### config.mk
export PLATFORM = sky130hd
export DESIGN_NAME = hawk_sector_deserializer
export DESIGN_NICKNAME = d
export VERILOG_FILES = /design/src/rtl/hawk_pkg.sv /design/src/rtl/hawk_word_fifo2.sv /design/src/rtl/hawk_sector_deserializer.sv
export SDC_FILE = /design/constraint.sdc
export NUM_CORES = 1
export LEC_CHECK = 0
export ABC_AREA = 1
export BUFFER_PORTS_ARGS = -buffer_cell sky130_fd_sc_hd__buf_4
export CAP_MARGIN = 20
export CORE_ASPECT_RATIO = 0.9
export CORE_UTILIZATION = 47
export CTS_BUF_LIST = sky130_fd_sc_hd__clkbuf_2 sky130_fd_sc_hd__clkbuf_4 sky130_fd_sc_hd__clkbuf_8
export DETAILED_ROUTE_END_ITERATION = 6
export PLACE_DENSITY = 0.71
export RECOVER_POWER = 25
export SKIP_LAST_GASP = 1
export SLEW_MARGIN = 10
export SYNTH_ARGS = -nofsm -noshare
export SYNTH_HDL_FRONTEND = slang
export SYNTH_HIERARCHICAL = 1
export SYNTH_SLANG_ARGS = --single-unit
### constraint.sdc
create_clock -name hf_clk -period 5.4 [get_ports hf_clk]
set_input_delay 0.54 -clock hf_clk [delete_from_list [all_inputs] [get_ports hf_clk]]
set_output_delay 0.54 -clock hf_clk [all_outputs]
set_load 0.02 [all_outputs]
### src/rtl/hawk_pkg.sv
// ---------------------------------------------------------------------------
// hawk_pkg -- shared definitions for the Hawk sector deserializer.
//
// Contents:
//   WORD_W   : width of an assembled data word (16 bits).
//   CKSUM_W  : width of the sector checksum accumulator (16 bits).
//   state_e  : deserializer FSM state encoding.
//
// Configuration macro: HAWK_DESER_CHECKSUM_EN adds the CKSUM state.
// ---------------------------------------------------------------------------
package hawk_pkg;

  localparam int WORD_W  = 16;
  localparam int CKSUM_W = 16;

  typedef enum logic [2:0] {
    ST_IDLE  = 3'd0,
    ST_HUNT  = 3'd1,
    ST_ARMED = 3'd2,
    ST_DATA  = 3'd3
`ifdef HAWK_DESER_CHECKSUM_EN
    ,
    ST_CKSUM = 3'd4
`endif
  } state_e;

endpackage

### src/rtl/hawk_word_fifo2.sv
// ---------------------------------------------------------------------------
// hawk_word_fifo2 -- two-entry first-in first-out word buffer.
//
// The head word is always held in entry 0, so data_o only changes when the
// head is popped (or when a word lands in an empty buffer).
//
// Ports:
//   hf_clk       : clock, posedge
//   rst          : synchronous active-high reset (buffer empty, data_o = 0)
//   push_i       : write push_data_i (ignored when full with no pop)
//   push_data_i  : word to write
//   pop_i        : remove the head word (ignored when empty)
//   full_o       : both entries occupied
//   empty_o      : no entries occupied
//   data_o       : head-of-buffer word
// ---------------------------------------------------------------------------
module hawk_word_fifo2
  import hawk_pkg::*;
(
  input  logic              hf_clk,
  input  logic              rst,
  input  logic              push_i,
  input  logic [WORD_W-1:0] push_data_i,
  input  logic              pop_i,
  output logic              full_o,
  output logic              empty_o,
  output logic [WORD_W-1:0] data_o
);

  logic [WORD_W-1:0] head_q;
  logic [WORD_W-1:0] tail_q;
  logic [1:0]        cnt_q;
  logic              do_pop;
  logic              do_push;

  assign empty_o = (cnt_q == 2'd0);
  assign full_o  = (cnt_q == 2'd2);
  assign data_o  = head_q;

  // A pop frees a slot in the same cycle, so a full buffer can still accept.
  assign do_pop  = pop_i && !empty_o;
  assign do_push = push_i && (!full_o || do_pop);

  always_ff @(posedge hf_clk) begin
    if (rst) begin
      // NOTE: both storage entries are reset, not just the count, so the
      // head word reads as zero out of reset instead of an unknown value.
      head_q <= '0;
      tail_q <= '0;
      cnt_q  <= 2'd0;
    end else begin
      // NOTE: every state register here uses <= so all of them update from
      // the same pre-edge values regardless of statement order.
      cnt_q <= cnt_q + 2'(do_push) - 2'(do_pop);
      if (do_pop) begin
        if (cnt_q == 2'd2) begin
          head_q <= tail_q;
          if (do_push) tail_q <= push_data_i;
        end else if (do_push) begin
          head_q <= push_data_i;
        end
      end else if (do_push) begin
        if (cnt_q == 2'd0) head_q <= push_data_i;
        else               tail_q <= push_data_i;
      end
    end
  end

endmodule

### src/rtl/hawk_sector_deserializer.sv
// ---------------------------------------------------------------------------
// hawk_sector_deserializer -- turns the bit stream from a disk data separator
// into 16-bit sector words.
//
// A sector is a run of at least PREAMBLE_MIN zeros, a single 1 (sync bit),
// SECTOR_WORDS data words sent MSB first and, optionally, a 16-bit checksum
// word equal to the modulo-2^16 sum of the data words.
//
// Parameters:
//   PREAMBLE_MIN : consecutive zeros needed before a sync bit is accepted
//   SECTOR_WORDS : data words per sector (checksum word not included)
//
// Ports:
//   hf_clk       : clock, posedge
//   rst          : synchronous active-high reset
//   en           : enable; low returns the FSM to IDLE on the next edge
//   wr_clock     : one-cycle bit strobe
//   wr_data      : bit value, valid with wr_clock
//   word_data    : head-of-buffer word
//   word_valid   : buffer non-empty
//   word_ready   : consumer accepts word_data when word_valid is also high
//   sector_start : one-cycle pulse after the sync bit
//   sector_done  : one-cycle pulse after the last word of a sector
//   overrun      : sticky, a word was dropped on a full buffer
//   cksum_err    : sticky, checksum mismatch (0 when checksum disabled)
//
// Configuration macro: HAWK_DESER_CHECKSUM_EN enables the checksum word.
// ---------------------------------------------------------------------------
module hawk_sector_deserializer
  import hawk_pkg::*;
#(
  parameter int PREAMBLE_MIN = 32,
  parameter int SECTOR_WORDS = 256
) (
  input  logic              hf_clk,
  input  logic              rst,
  input  logic              en,
  input  logic              wr_clock,
  input  logic              wr_data,
  output logic [WORD_W-1:0] word_data,
  output logic              word_valid,
  input  logic              word_ready,
  output logic              sector_start,
  output logic              sector_done,
  output logic              overrun,
  output logic              cksum_err
);

  localparam int ZC_W = $clog2(PREAMBLE_MIN + 1);
  localparam int WC_W = $clog2(SECTOR_WORDS + 1);

  state_e              state_q, state_d;
  logic [ZC_W-1:0]     zero_cnt_q, zero_cnt_d;
  logic [ZC_W-1:0]     zero_inc;
  logic [3:0]          bit_cnt_q, bit_cnt_d;
  logic [WC_W-1:0]     word_cnt_q, word_cnt_d;
  // Only 15 bits are stored: the 16th arrives with the strobe that
  // completes the word, so the full word is formed combinationally.
  logic [WORD_W-2:0]   shift_q, shift_d;
  logic [WORD_W-1:0]   shift_next;
  logic                last_bit;
  logic                start_q, start_d;
  logic                done_q, done_d;
  logic                overrun_q, overrun_d;
  logic                push;
  logic                fifo_full;
  logic                fifo_empty;
`ifdef HAWK_DESER_CHECKSUM_EN
  logic [CKSUM_W-1:0]  acc_q, acc_d;
  logic                cksum_err_q, cksum_err_d;
`endif

  assign shift_next = {shift_q, wr_data};
  assign last_bit   = (bit_cnt_q == 4'hF);
  assign zero_inc   = (zero_cnt_q == ZC_W'(PREAMBLE_MIN)) ? zero_cnt_q
                                                          : zero_cnt_q + ZC_W'(1);

  always_comb begin
    // NOTE: every signal assigned below gets a default first, so no path
    // leaves one unassigned and no latch is inferred.
    state_d    = state_q;
    zero_cnt_d = zero_cnt_q;
    bit_cnt_d  = bit_cnt_q;
    word_cnt_d = word_cnt_q;
    shift_d    = shift_q;
    start_d    = 1'b0;
    done_d     = 1'b0;
    overrun_d  = overrun_q;
    push       = 1'b0;
`ifdef HAWK_DESER_CHECKSUM_EN
    acc_d       = acc_q;
    cksum_err_d = cksum_err_q;
`endif

    if (!en) begin
      // Any partial word is simply abandoned; buffered words stay put.
      state_d = ST_IDLE;
    end else begin
      case (state_q)
        ST_IDLE: begin
          state_d    = ST_HUNT;
          zero_cnt_d = '0;
        end

        ST_HUNT: begin
          if (wr_clock) begin
            if (wr_data) begin
              zero_cnt_d = '0;
            end else begin
              zero_cnt_d = zero_inc;
              if (zero_inc == ZC_W'(PREAMBLE_MIN)) state_d = ST_ARMED;
            end
          end
        end

        ST_ARMED: begin
          if (wr_clock && wr_data) begin
            state_d    = ST_DATA;
            start_d    = 1'b1;
            bit_cnt_d  = '0;
            word_cnt_d = '0;
            shift_d    = '0;
            overrun_d  = 1'b0;
`ifdef HAWK_DESER_CHECKSUM_EN
            acc_d       = '0;
            cksum_err_d = 1'b0;
`endif
          end
        end

        ST_DATA: begin
          if (wr_clock) begin
            shift_d   = shift_next[WORD_W-2:0];
            bit_cnt_d = bit_cnt_q + 4'd1;
            if (last_bit) begin
              push       = 1'b1;
              word_cnt_d = word_cnt_q + WC_W'(1);
`ifdef HAWK_DESER_CHECKSUM_EN
              // Dropped words are still summed: the sender's checksum
              // covers every word it sent, not just those we kept.
              acc_d = acc_q + shift_next;
`endif
              if (word_cnt_q == WC_W'(SECTOR_WORDS - 1)) begin
`ifdef HAWK_DESER_CHECKSUM_EN
                state_d = ST_CKSUM;
`else
                state_d    = ST_HUNT;
                zero_cnt_d = '0;
                done_d     = 1'b1;
`endif
              end
            end
          end
        end

`ifdef HAWK_DESER_CHECKSUM_EN
        ST_CKSUM: begin
          if (wr_clock) begin
            shift_d   = shift_next[WORD_W-2:0];
            bit_cnt_d = bit_cnt_q + 4'd1;
            if (last_bit) begin
              if (shift_next != acc_q) cksum_err_d = 1'b1;
              done_d     = 1'b1;
              state_d    = ST_HUNT;
              zero_cnt_d = '0;
            end
          end
        end
`endif

        default: state_d = ST_IDLE;
      endcase
    end

    // A full buffer only drops the word if the head is not leaving this cycle.
    if (push && fifo_full && !word_ready) overrun_d = 1'b1;
  end

  always_ff @(posedge hf_clk) begin
    if (rst) begin
      state_q    <= ST_IDLE;
      zero_cnt_q <= '0;
      bit_cnt_q  <= '0;
      word_cnt_q <= '0;
      shift_q    <= '0;
      start_q    <= 1'b0;
      done_q     <= 1'b0;
      overrun_q  <= 1'b0;
`ifdef HAWK_DESER_CHECKSUM_EN
      acc_q       <= '0;
      cksum_err_q <= 1'b0;
`endif
    end else begin
      state_q    <= state_d;
      zero_cnt_q <= zero_cnt_d;
      bit_cnt_q  <= bit_cnt_d;
      word_cnt_q <= word_cnt_d;
      shift_q    <= shift_d;
      start_q    <= start_d;
      done_q     <= done_d;
      overrun_q  <= overrun_d;
`ifdef HAWK_DESER_CHECKSUM_EN
      acc_q       <= acc_d;
      cksum_err_q <= cksum_err_d;
`endif
    end
  end

  hawk_word_fifo2 u_fifo (
    .hf_clk      (hf_clk),
    .rst         (rst),
    .push_i      (push),
    .push_data_i (shift_next),
    .pop_i       (word_ready),
    .full_o      (fifo_full),
    .empty_o     (fifo_empty),
    .data_o      (word_data)
  );

  assign word_valid   = !fifo_empty;
  assign sector_start = start_q;
  assign sector_done  = done_q;
  assign overrun      = overrun_q;
`ifdef HAWK_DESER_CHECKSUM_EN
  assign cksum_err = cksum_err_q;
`else
  assign cksum_err = 1'b0;
`endif

endmodule

==> results.md, run 1 <==
- Dpl ws: roughly 3.1 ns
- Nets in the synthesized netlist: between 500 and 600
- Failing checks: capacitance limit, slew limit
- Drt total wl: approximately 7.3 mm
- Max-cap violations: 1
- RSZ-0062 raised after global routing: no
- Post-synthesis adder-cell area fraction: 0.03279
- Power share of the combinational group: 0.101
- Vias in the first global route: 2961
- Clk root buf: clkbuf_8
- Req. time, crit path: between 5 and 6 ns
- Synth-to-Final Area Change: 8.590%
- Routability Congestion: slightly below 0.8
- Mapped Area: 0.003816 mm2
- Crit Path Class: flop to flop
- Finished Layout Cells: ~680
- DRT iter0 DRCs: about 150
- Largest family of logic cells by synthesized area: simple AND/OR/NAND/NOR gates
- Port bufs: 25
- Rel. slew slack: -0.1634
- Power Dens Cells: 265.2 mW/mm2
- Worst hold start: overrun$_SDFFE_PP0P_
- Ant diodes: 0
- GRT Total Usage: 0.1886
- CTS tree: done
- Smallest setup slack after layout: about 2.0 ns
- CP Launch Point: state_q[0]$_SDFFE_PP0P_
- Initial antenna violation count: 0
- Height of the die: around 87 um
- Crit path capture type: flop
- Die width: ~97 um
- Largest net degree at the start of global routing: 34
- CP Max Fanout: 24
- FF-to-FF Start: state_q[0]$_SDFFE_PP0P_
- Final hold viol count: 0
- DR vias/cell: around 4.8
- Detail Route Antenna Nets: 0
- Synth cell types: 37
- Clock share of power: 0.382
- Initial Utilization: 0.4959
- Worst slew pin tran: roughly 1.7 ns
- Post-synth EDFFs: 0
- Setup tns final: 0 ns
- Worst skew pair latency: ~0.35 ns
- Clock slew at the register clock pins of the worst setup and hold paths: 0.07 ns
- Clk sinks: 73
- Core area: 0.007695 mm2
- Pins over their slew limit: 25
- DP Wirelength: about 5.0 mm
- FF-to-FF End: shift_q[11]$_SDFFE_PP0P_
- Type of origin of the critical path: flop
- R2R setup slack: ~2 ns
- Die area: around 0.0085 mm2
- Simple-Gate Fraction of Synth Area: 0.3879
- Num ports: 27
- Wire per inst: around 11 um
- Post-Synth XOR/XNOR Area: 0.01377
- Net Sw Power: around 280 uW
- Number of cells on the worst reg-to-reg path: 8
- Avg Cell Area, Syn: 6.778 um2
- Residual DRC: 0
- Fmax: ~0.3 GHz
- Post-synthesis compound-gate area fraction: 0.05311
- # rows: 30
- Maximum VDD drop: 0.1316 mV
- Layout cells sized above 1: 0.08889
- Async SR Flop Fraction: 0
- Switching Fraction: 0.2587
- CTS max path bufs: 2
- Status: finished with violations
- Cells after DPL: between 600 and 700
- Crit share post-route: 0.6273
- Layout Nets: a little under 600
- Leakage: ~0.0018 uW
- Dominant synthesized flop cell: dfxtp_1
- Cells after Synth: around 560
- DRT Pass-1 Iters: 4
- CTS Buf Count: 9
- Smallest hold slack: 0.4702 ns
- Mux cell area share after synthesis: 0
- Sequential area share after synthesis: 0.3830
- Worst Path Arrival: 3.61 ns
- Final min period: 3.387 ns
- First-pass GRT wire length: between 10 and 15 mm
- Crit path to: shift_q[11]$_SDFFE_PP0P_
- H-tree levels: 3
- Number of storage elements in the synthesis netlist: between 70 and 80
- Flop pwr share: 0.517
- Worst hold-check path type: flop to flop
- Final setup viols: 0
- Syn. warnings: 6
- Layout Skew: about 0.010 ns
- GRT overflow: 0
- Fin util: 0.5385
- Post CTS Setup Buffer Count: 0
- CTS Hold Buffers Added: 0
- Internal power: about 810 uW
- Via count: 3252
- Post-cts repair resize count: 0
==> cells in the mapped netlist (3+ instances only) <==
master | number | area share
nand3_1 | 29 | 0.038
nor3_2 | 9 | 0.024
ha_1 | 10 | 0.033
nor3_1 | 7 | 0.0092
a21oi_1 | 14 | 0.018
inv_2 | 3 | 0.0030
nand2_2 | 5 | 0.0082
nor2_1 | 116 | 0.11
o21ai_0 | 8 | 0.010
nand2_4 | 4 | 0.012
xor2_1 | 4 | 0.0092
nand4_1 | 19 | 0.031
inv_1 | 98 | 0.096
buf_2 | 11 | 0.014
dfxtp_1 | 73 | 0.38
nand2_1 | 119 | 0.12
buf_1 | 3 | 0.0030
a22oi_1 | 3 | 0.0059
a211oi_1 | 3 | 0.0059
==> cells by family after synthesis <==
kind of cell	after synthesis
AOI/OAI and AO/OA	33
xor gates and xnor gates	6
adders and majority gates	10
buffers and inverters	121
DFF	73
other	1
and+or+nand+nor	319
==> worst max-delay path, cell delays in order (launching register included) <==
cell	delay (ns)
dfxtp_1	0.40
inv_1	0.07
ha_1	0.26
nand2_1	0.13
o21ai_2	0.06
nor2_1	1.28
inv_1	0.66
nor2_1	0.32
nor3_2	0.07
==> worst min path at each step <==
| stage | cells after the start | endpoint | slack, ns |
|---|---|---|---|
| after floorplan | 1 | word_cnt_q[3]$_SDFFE_PP0P_ | 0.44 |
| after global placement | 2 | overrun$_SDFFE_PP0P_ | 0.46 |
| final | 2 | overrun$_SDFFE_PP0P_ | 0.47 |
| after detailed placement | 2 | overrun$_SDFFE_PP0P_ | 0.46 |
| after CTS | 2 | overrun$_SDFFE_PP0P_ | 0.47 |
| after global routing | 3 | sector_start$_SDFF_PP0_ | 0.49 |
==> layer usage <==
metal,up-vias,GRT usage,share of wire
met3,2,0.05056,0.031
met2,42,0.3207,0.46
met1,1456,0.2344,0.51
met5,-,0,0
li1,1752,-,-
met4,0,0.05970,0.0042
==> sequential cells by signal, summed over array words and instances (netlist names) <==
signal / count
u_fifo/data_o: 16
u_fifo/tail_q: 16
shift_q: 15
word_cnt_q: 9
zero_cnt_q: 6
bit_cnt_q: 4
state_q: 2
u_fifo/cnt_q: 2
overrun: 1
sector_done: 1
sector_start: 1
==> power by group through the flow <==
| stage | sequential [uW] | clock, uW | combinational (uW) |
|---|---|---|---|
| final | 568 | 420 | 111 |
| after global routing | 570 | 457 | 127 |
| after CTS | 568 | 435 | 114 |
| after detailed placement | 580 | 0 | 113 |
| after global placement | 580 | 0 | 109 |
| after floorplan | 576 | 0 | 93.4 |
==> metrics by stage <==
stage | total power, uW | instance area, um2
CTS | 1116 | 4220
global route | 1155 | 4144
detailed placement | 693.5 | 4026
finish | 1099 | 4144
floorplan | 669.9 | 3816
global placement | 689.0 | 4026
==> area by class of cell <==
type,instances,area (um2)
inverter,101,379.1
multi-input combinational,369,1854
sequential,73,1461
clock inverter,5,56.30
fill,793,3551
clock buffer,10,137.6
timing repair buffer,27,135.1
tap,96,120.1
==> cells in the final DEF (no fill, tap or decap), drive strengths merged <==
cell and count:
ha 10, a21oi 15, dfxtp 73, and2 1, a211oi 4, nor3 17, o21ai 11, nand3 32
clkinvlp 1, xnor2 2, bufinv 1, inv 101, nand4 19, nor2 118, buf 7, clkinv 3
a22oi 3, and3 1, nor4 2, nand3b 1, clkbuf 30, nand2 128, conb 1, xor2 4
(Power assumes the default switching activity.)
==> run 2, diff against run 1 <==
- PLACE_DENSITY: 0.71 -> 0.73
- clock period: 5.4 -> 2.75 ns (I/O delays scaled with it)
==> run 2 against run 1 <==
The flow now finishes without violations. Clock-buffer cell count unchanged. First-iteration DRC count is 1.9% higher. Fmax rose by 49%. Die area stayed put. Critical path type unchanged. Largest cell class unchanged.
==> results.md, run 2 (synthesized netlist as in run 1, its figures left out) <==
- R2R setup slack: 0.48 ns (was 2.01 ns)
- Die area: 0.008484 mm2 (unchanged)
- FF-to-FF End: u_fifo/cnt_q[1]$_SDFF_PP0_ (was shift_q[11]$_SDFFE_PP0P_)
- CTS tree: done (unchanged)
- GRT overflow: 0 (unchanged)
- Leakage: 0.001814 uW (was 0.001817 uW)
- Post CTS Setup Buffer Count: 0 (unchanged)
- Clock share of power: 0.360 (was 0.382)
- Final hold viol count: 0 (unchanged)
- Height of the die: 87.49 um (unchanged)
- CP Launch Point: state_q[0]$_SDFFE_PP0P_ (unchanged)
- GRT Total Usage: 0.1899 (was 0.1886)
- Worst path slowest cell: dfxtp_1 (was nor2_1)
- Vias in the first global route: 2963 (was 2961)
- Largest net degree at the start of global routing: 33 (was 34)
- Status: complete, no violations (was finished with violations)
- Crit share post-route: 0.8255 (was 0.6273)
- CTS max path bufs: 2 (unchanged)
- Layout Nets: 598 (was 597)
- Initial antenna violation count: 0 (unchanged)
- Residual DRC: 0 (unchanged)
- Layout cells sized above 1: 0.09540 (was 0.08889)
- Drt total wl: 7.340 mm (was 7.313 mm)
- Final setup viols: 0 (unchanged)
- Flop pwr share: 0.534 (was 0.517)
- Ant diodes: 0 (unchanged)
- Hold Path Stages: 2 (unchanged)
- Pins over their slew limit: 0 (was 25)
- Crit Path Class: flop to flop (unchanged)
- Worst slew pin tran: 0.6847 ns (was 1.739 ns)
- CP Max Fanout: 23 (was 24)
- Max incr delay on CP: 0.42 ns (was 1.28 ns)
- Port bufs: 25 (unchanged)
- Core area: 0.007695 mm2 (unchanged)
- FF-to-FF Start: state_q[0]$_SDFFE_PP0P_ (unchanged)
- Initial Utilization: 0.4959 (unchanged)
- Maximum VDD drop: 0.2756 mV (was 0.1316 mV)
- CTS Buf Count: 9 (unchanged)
- Net Sw Power: 587.7 uW (was 284.3 uW)
- Routability Congestion: 0.7582 (was 0.7744)
- Crit path capture type: flop (unchanged)
- Worst Path Arrival: 2.55 ns (was 3.61 ns)
- Worst skew pair latency: 0.35 ns (about the same)
- Fin util: 0.5382 (was 0.5385)
- Worst hold-check path type: input pin to flop (was flop to flop)
- DR vias/cell: 4.769 (was 4.775)
- Clk root buf: clkbuf_8 (unchanged)
- Layout Skew: 0.01141 ns (was 0.01019 ns)
- DRT iter0 DRCs: 157 (was 154)
- Internal power: 1501 uW (was 814.6 uW)
- CP Cell Sequence: ha_1, inv_2, nor4_2, buf_4, nand3_1, o21ai_0, ha_1, xor2_1, o21ai_0, nor2_1 (was inv_1, ha_1, nand2_1, o21ai_2, nor2_1, inv_1, nor2_1, nor3_2)
- Critical path buffer and inverter count: 2 (unchanged)
- Max-cap violations: 0 (was 1)
- Switching Fraction: 0.2813 (was 0.2587)
- Final min period: 2.270 ns (was 3.387 ns)
- Fmax: 0.4405 GHz (was 0.2952 GHz)
- H-tree levels: 3 (unchanged)
- Num ports: 27 (unchanged)
- Post-cts repair resize count: 0 (unchanged)
- Wire per inst: 10.75 um (was 10.74 um)
- Top cell family by delay on the critical path: adder cells (was simple AND/OR/NAND/NOR gates)
- Number of cells on the worst reg-to-reg path: 10 (was 8)
- Type of origin of the critical path: flop (unchanged)
- Fillers: 763 (was 793)
- Via count: 3257 (was 3252)
- DRT Pass-1 Iters: 4 (unchanged)
- Rel. slew slack: 0.5430 (was -0.1634)
- RSZ-0062 raised after global routing: no (unchanged)
- Synth-to-Final Area Change: 8.525% (was 8.590%)
- Detail Route Antenna Nets: 0 (unchanged)
- Commonest non-fill, non-tap cell in the layout: nand2_1 (unchanged)
- Overall power: 2089 uW (was 1099 uW)
- DP Wirelength: 5.093 mm (was 5.027 mm)
- # rows: 30 (unchanged)
- Crit. path cell count: 10 (was 8)
- First-pass GRT wire length: 13.05 mm (was 13.14 mm)
- Setup tns final: 0 ns (unchanged)
- Die width: 96.98 um (unchanged)
- Power Dens Cells: 504.4 mW/mm2 (was 265.2 mW/mm2)
- Clk sinks: 73 (unchanged)
- Crit path to: u_fifo/cnt_q[1]$_SDFF_PP0_ (was shift_q[11]$_SDFFE_PP0P_)
- Clock slew at the register clock pins of the worst setup and hold paths: 0.08 ns (was 0.07 ns)
- Most frequent cells in the layout: nand2_1, nor2_1, inv_1 (unchanged)
- CTS Hold Buffers Added: 0 (unchanged)
- Power share of the combinational group: 0.106 (was 0.101)
- Req. time, crit path: 3.03 ns (was 5.62 ns)
==> run 2: cell type report <==
cell class	instances	area (um2)	share of cell area
multi-input cells	369	1871	0.4517
flip-flops and latches	73	1461	0.3529
inverters	101	379.1	0.09154
repair buffers	28	135.1	0.03263
clock buffers	10	131.4	0.03172
well taps	96	120.1	0.02900
clock inverters	6	43.79	0.01057
==> run 2: power by group through the flow <==
stage	Clock (uW)	Combinational (uW)	Sequential, uW
final	752	222	1120
after global routing	824	253	1120
after CTS	771	224	1110
after detailed placement	0	223	1140
after global placement	0	215	1140
after floorplan	0	183	1130
==> run 2: layer usage <==
metal / track usage / share of wire / routed length, um / up-vias
met5: 0 / 0 / 0 / -
met4: 0.08277 / 0.013 / 94 / 0
met3: 0.04575 / 0.043 / 312 / 8
met2: 0.3175 / 0.46 / 3359 / 65
met1: 0.2349 / 0.49 / 3572 / 1430
li1: - / - / - / 1754
==> run 2: per-stage QoR <==
stage / cell area (um2) / std cells / setup WS (ns) / hold slack [ns]
3_5_place_dp: 4041 / 667 / 0.4787 / 0.4662
4_1_cts: 4217 / 683 / 0.4625 / 0.2173
3_3_place_gp: 4041 / 667 / 0.5951 / 0.4589
6_report: 4141 / 683 / 0.4798 / 0.2285
2_1_floorplan: 3816 / 563 / 0.09599 / 0.3441
5_1_grt: 4141 / 683 / 0.2371 / 0.2272
==> run 2: worst min-delay path by stage <==
stage                                            end                       start  slack, ns
after floorplan           word_cnt_q[0]$_SDFFE_PP0P_                         rst       0.34
after detailed placement  word_cnt_q[3]$_SDFFE_PP0P_  word_cnt_q[3]$_SDFFE_PP0P_       0.47
after global placement          overrun$_SDFFE_PP0P_        overrun$_SDFFE_PP0P_       0.46
final                     zero_cnt_q[3]$_SDFFE_PP0P_                         rst       0.23
after CTS                 zero_cnt_q[3]$_SDFFE_PP0P_                         rst       0.22
after global routing            overrun$_SDFFE_PP0P_                  word_ready       0.23
